## src/rtl/merge22_buf.sv

```systemverilog
// merge22_buf: packs 22 discrete input bits into an OUT_W-bit word and buffers it in a 2-entry FIFO.
// Optional macro MERGE22_PARITY_EN adds a per-entry even-parity bit presented on OUT_PAR.
module merge22_buf #(
    parameter int OUT_W    = 16,
    parameter int SATURATE = 0
) (
    input  logic             CLK,
    input  logic             RESET,
    input  logic             D0,
    input  logic             D1,
    input  logic             D2,
    input  logic             D3,
    input  logic             D4,
    input  logic             D5,
    input  logic             D6,
    input  logic             D7,
    input  logic             D8,
    input  logic             D9,
    input  logic             D10,
    input  logic             D11,
    input  logic             D12,
    input  logic             D13,
    input  logic             D14,
    input  logic             D15,
    input  logic             D16,
    input  logic             D17,
    input  logic             D18,
    input  logic             D19,
    input  logic             D20,
    input  logic             D21,
    input  logic             IN_VALID,
    output logic             IN_READY,
    output logic [OUT_W-1:0] OUT,
    output logic             OUT_VALID,
    input  logic             OUT_READY,
`ifdef MERGE22_PARITY_EN
    output logic             OUT_PAR,
`endif
    output logic             OVF,
    input  logic             OVF_CLR
);

    localparam int DEPTH = 2;

    logic [21:0]      d_bus;
    logic             lost;
    logic [OUT_W-1:0] packed_word;
    logic [OUT_W-1:0] store_word;

    logic [OUT_W-1:0] mem [DEPTH];
    logic [1:0]       count;
    logic [1:0]       count_next;
    logic             wr_ptr;
    logic             rd_ptr;
    logic             in_ready_q;
    logic             ovf_q;
    logic             accept;
    logic             release_word;

    assign d_bus = {D21, D20, D19, D18, D17, D16, D15, D14, D13, D12, D11,
                    D10, D9,  D8,  D7,  D6,  D5,  D4,  D3,  D2,  D1,  D0};

    assign packed_word = d_bus[OUT_W-1:0];

    // The upper slice only exists when the bus is narrower than the input word.
    generate
        if (OUT_W < 22) begin : g_lost
            assign lost = |d_bus[21:OUT_W];
        end else begin : g_no_lost
            assign lost = 1'b0;
        end
    endgenerate

    always_comb begin
        store_word = packed_word;
        if ((SATURATE != 0) && lost) begin
            store_word = '1;
        end
    end

    assign accept       = IN_VALID & in_ready_q;
    assign release_word = OUT_VALID & OUT_READY;

    always_comb begin
        count_next = count;
        case ({accept, release_word})
            2'b10:   count_next = count + 2'd1;
            2'b01:   count_next = count - 2'd1;
            default: count_next = count;
        endcase
    end

    // NOTE: sequential state uses non-blocking assignments so every register
    // samples the pre-edge values of its neighbours.
    always_ff @(posedge CLK) begin
        if (RESET) begin
            count      <= 2'd0;
            wr_ptr     <= 1'b0;
            rd_ptr     <= 1'b0;
            in_ready_q <= 1'b0;
            ovf_q      <= 1'b0;
        end else begin
            count      <= count_next;
            in_ready_q <= (count_next < 2'(DEPTH));
            if (accept) begin
                wr_ptr <= ~wr_ptr;
            end
            if (release_word) begin
                rd_ptr <= ~rd_ptr;
            end
            if (accept && lost) begin
                ovf_q <= 1'b1;
            end else if (OVF_CLR) begin
                ovf_q <= 1'b0;
            end
        end
    end

    // NOTE: the storage array is not reset; an entry is only read while it
    // holds a written word, and the empty-FIFO output is forced to zero below.
    always_ff @(posedge CLK) begin
        if (accept) begin
            mem[wr_ptr] <= store_word;
        end
    end

    assign IN_READY  = in_ready_q;
    assign OUT_VALID = (count != 2'd0);
    assign OUT       = OUT_VALID ? mem[rd_ptr] : '0;
    assign OVF       = ovf_q;

`ifdef MERGE22_PARITY_EN
    logic par_mem [DEPTH];

    always_ff @(posedge CLK) begin
        if (accept) begin
            par_mem[wr_ptr] <= ^store_word;
        end
    end

    assign OUT_PAR = OUT_VALID ? par_mem[rd_ptr] : 1'b0;
`endif

endmodule

```

## config.mk

```make
export PLATFORM = sky130hd
export DESIGN_NAME = merge22_buf
export DESIGN_NICKNAME = d
export VERILOG_FILES = /design/src/rtl/merge22_buf.sv
export SDC_FILE = /design/constraint.sdc
export NUM_CORES = 1
export LEC_CHECK = 0
export BUFFER_PORTS_ARGS = -buffer_cell sky130_fd_sc_hd__buf_4
export CAP_MARGIN = 20
export CORE_MARGIN = 2
export CORE_UTILIZATION = 53
export DETAILED_ROUTE_END_ITERATION = 10
export PLACE_DENSITY = 0.91
export SLEW_MARGIN = 20
export SYNTH_ARGS = -nofsm -noshare
export SYNTH_HDL_FRONTEND = slang
export SYNTH_SLANG_ARGS = --single-unit
```

## constraint.sdc

```tcl
create_clock -name CLK -period 2.42 [get_ports CLK]
set_input_delay 0.484 -clock CLK [delete_from_list [all_inputs] [get_ports CLK]]
set_output_delay 0.484 -clock CLK [all_outputs]
set_load 0.005 [all_outputs]
```

==> flow_metrics.tcl <==
set metrics [dict create \
    status "finished, final reports clean" \
    die_area_um2 3290 \
    numCtsBuffers 5 \
    synth.ff_latch_count 39 \
    num_rows 19 \
    worst_setup_path_end_kind "primary output" \
    path_max_fanout 9 \
    viasPerCell 5.09 \
    cts.sinks 39 \
    crit_required_ns 1.94 \
    hold_viol 0 \
    cp_data_arrival_time_ns 1.64 \
    nets 179 \
    postCtsSetupRepairBufs 0 \
    regArea_um2 1100 \
    final_max_slew_viol_count 0 \
    placed_area_um2 1890 \
    ys_seq_area_share_pct 73.1 \
    p_seq_share_pct 50.0 \
    io_buffers 45 \
    drt_pass1_iterations 4 \
    clock-skew-final_ns 0.00638 \
    synthCells 99 \
    ios 46 \
    slew_headroom_pct 48.8 \
    clk_latency_ns 0.33 \
    final_cell_count_no_fill 183 \
    dp.cells 175 \
    nFillCells 189 \
    layout_commonest_cell "buf_4" \
    yosysWarnings 0 \
    syn_avg_cell_area_um2 15.2 \
    vias 932 \
    rsz0062_at_grt "false" \
    multi_input_area_um2 380 \
    maxCapViolCount 0 \
    overflow 0 \
    track_usage_pct 16.7 \
    die_y_um 57.3 \
    synth_area_um2 1510 \
    mostFrequentLayoutCells "48 x buf_4, 32 x edfxtp_1, 23 x nor2_1" \
    hold_class "primary input to flip-flop" \
    synth_fp_nets 127 \
    floorplan.initialDensity_pct 55.1 \
    startpoint_type "flip-flop" \
    cts_tree "done" \
    ant_nets 0 \
    p_int_mw 1.26 \
    max_freq_mhz 471 \
    comb_power_share_pct 32.8 \
    antenna_found_initial 0 \
    final_area_um2 1940 \
    dpl.hpwl_um 1810 \
    syn_to_final_growth_pct 28.6 \
    grt_max_degree 18 \
    switchingPower_mw 0.523 \
    gp_congestion 0.662 \
    swShare_pct 29.4 \
    worst_pin_slew_ns 0.769 \
    first_iter_violations 29 \
    pwr-share-clk_pct 17.1 \
    grt_pass1_vias 882 \
    leakage_nw 0.761 \
    path_class "flip-flop to primary output" \
    core-area_um2 2730 \
    ir_worst_vdd_v 0.000737 \
    setup_viol 0 \
    powerDensity_nw_per_um2 919 \
    grt_pass1_wl_um 3960 \
    period_minus_slack_ns 2.12 \
    cts_hold_buf 0 \
    drc 0 \
    fin_hold_ws_ns 0.325 \
    fin_crit_sh_pct 87.8 \
    root_buffer "clkbuf_4" \
    layout-drive-gt1-share_pct 36.8 \
    clk_pin_slew_worst_paths_ns 0.11 \
    post-route-util_pct 70.8 \
    synth.distinct_cells 18 \
    totalWireLength_um 2520 \
    cts_buffer_depth 2 \
    setup-tns-final_ns 0 \
    cts_resized 0 \
    detail_route.wl_per_cell_um 13.8 \
    die_x_um 57.3 \
    diodes 0 \
    h-tree-depth 2 \
]
-- power by group through the flow --
stage / clock network (mW) / registers [mW] / logic, mW
floorplan: 0 / 0.874 / 0.335
global placement: 0 / 0.897 / 0.568
detailed placement: 0 / 0.905 / 0.596
CTS: 0.318 / 0.890 / 0.596
global route: 0.349 / 0.902 / 0.637
finish: 0.305 / 0.891 / 0.584
-- worst paths after layout --
| path | depth (start not counted) | endpoint | start | slack [ns] |
|---|---|---|---|---|
| worst max-delay path | 4 | OUT[9] | flip-flop | 0.30 |
| worst min-delay path | 1 | mem[0][5]$_DFFE_PP_ | D5 | 0.33 |
| worst max register to register | 1 | mem[1][8]$_DFFE_PP_ | IN_READY$_SDFF_PP0_ | 0.95 |
| worst min register to register | 2 | OVF$_SDFFE_PP0P_ | OVF$_SDFFE_PP0P_ | 0.48 |
-- critical path: stages, from the launching register on --
cell and delay, ns:
dfxtp_1 0.60, buf_4 0.29, mux2i_1 0.22, nor2_1 0.06, buf_4 0.13
-- stage by stage --
step	total power, mW	worst slack [ns]
finish	1.78	0.295
floorplan	1.21	0.753
global route	1.89	0.135
detailed placement	1.50	0.644
CTS	1.80	0.255
global placement	1.47	0.720
-- metal layers --
metal	vias to the layer above	track usage [%]	share of wire [%]
met5	-	0	0
met2	43	26.1	49
li1	458	-	-
met3	2	7.94	7.9
met1	429	20.3	42
met4	0	5.98	0.75
-- synthesized netlist by cell type --
| cell type | instances | share of area, % |
|---|---|---|
| edfxtp_1 | 32 | 64 |
| inv_1 | 2 | 0.50 |
| mux2i_1 | 18 | 12 |
| o21ai_1 | 1 | 0.33 |
| nand2b_1 | 2 | 0.83 |
| xor2_1 | 3 | 1.7 |
| or2_2 | 1 | 0.42 |
| o311ai_2 | 1 | 1.1 |
| a21oi_1 | 1 | 0.33 |
| and3_1 | 1 | 0.42 |
| xnor2_1 | 1 | 0.58 |
| ha_1 | 1 | 0.83 |
| nand2_1 | 1 | 0.25 |
| nor2_1 | 23 | 5.7 |
| or4_4 | 1 | 0.75 |
| buf_4 | 1 | 0.50 |
| buf_2 | 2 | 0.66 |
| dfxtp_1 | 7 | 9.3 |
-- cell type report --
| class | instances | area share (%) |
|---|---|---|
| timing repair buffer | 48 | 18.6 |
| clock buffer | 8 | 2.52 |
| inverter | 2 | 0.388 |
| multi-input combinational | 55 | 19.6 |
| tap | 31 | 2.00 |
| sequential | 39 | 56.8 |
-- sequential cells by signal, indices dropped and copies added (netlist names), named ones only --
signal    count
IN_READY      1
rd_ptr        1
count         1
mem          32
wr_ptr        1
OVF           1
-- logic make-up after synthesis --
| logic type | share of synthesized area [%] |
|---|---|
| adders and majority gates | 0.830 |
| buffers and inverters | 1.66 |
| xor gates and xnor gates | 2.33 |
| DFF | 73.1 |
| and+or+nand+nor | 8.39 |
| muxes | 12.0 |
| AOI/OAI and AO/OA | 1.74 |
Note: power is estimated with default switching activity, not from simulation.
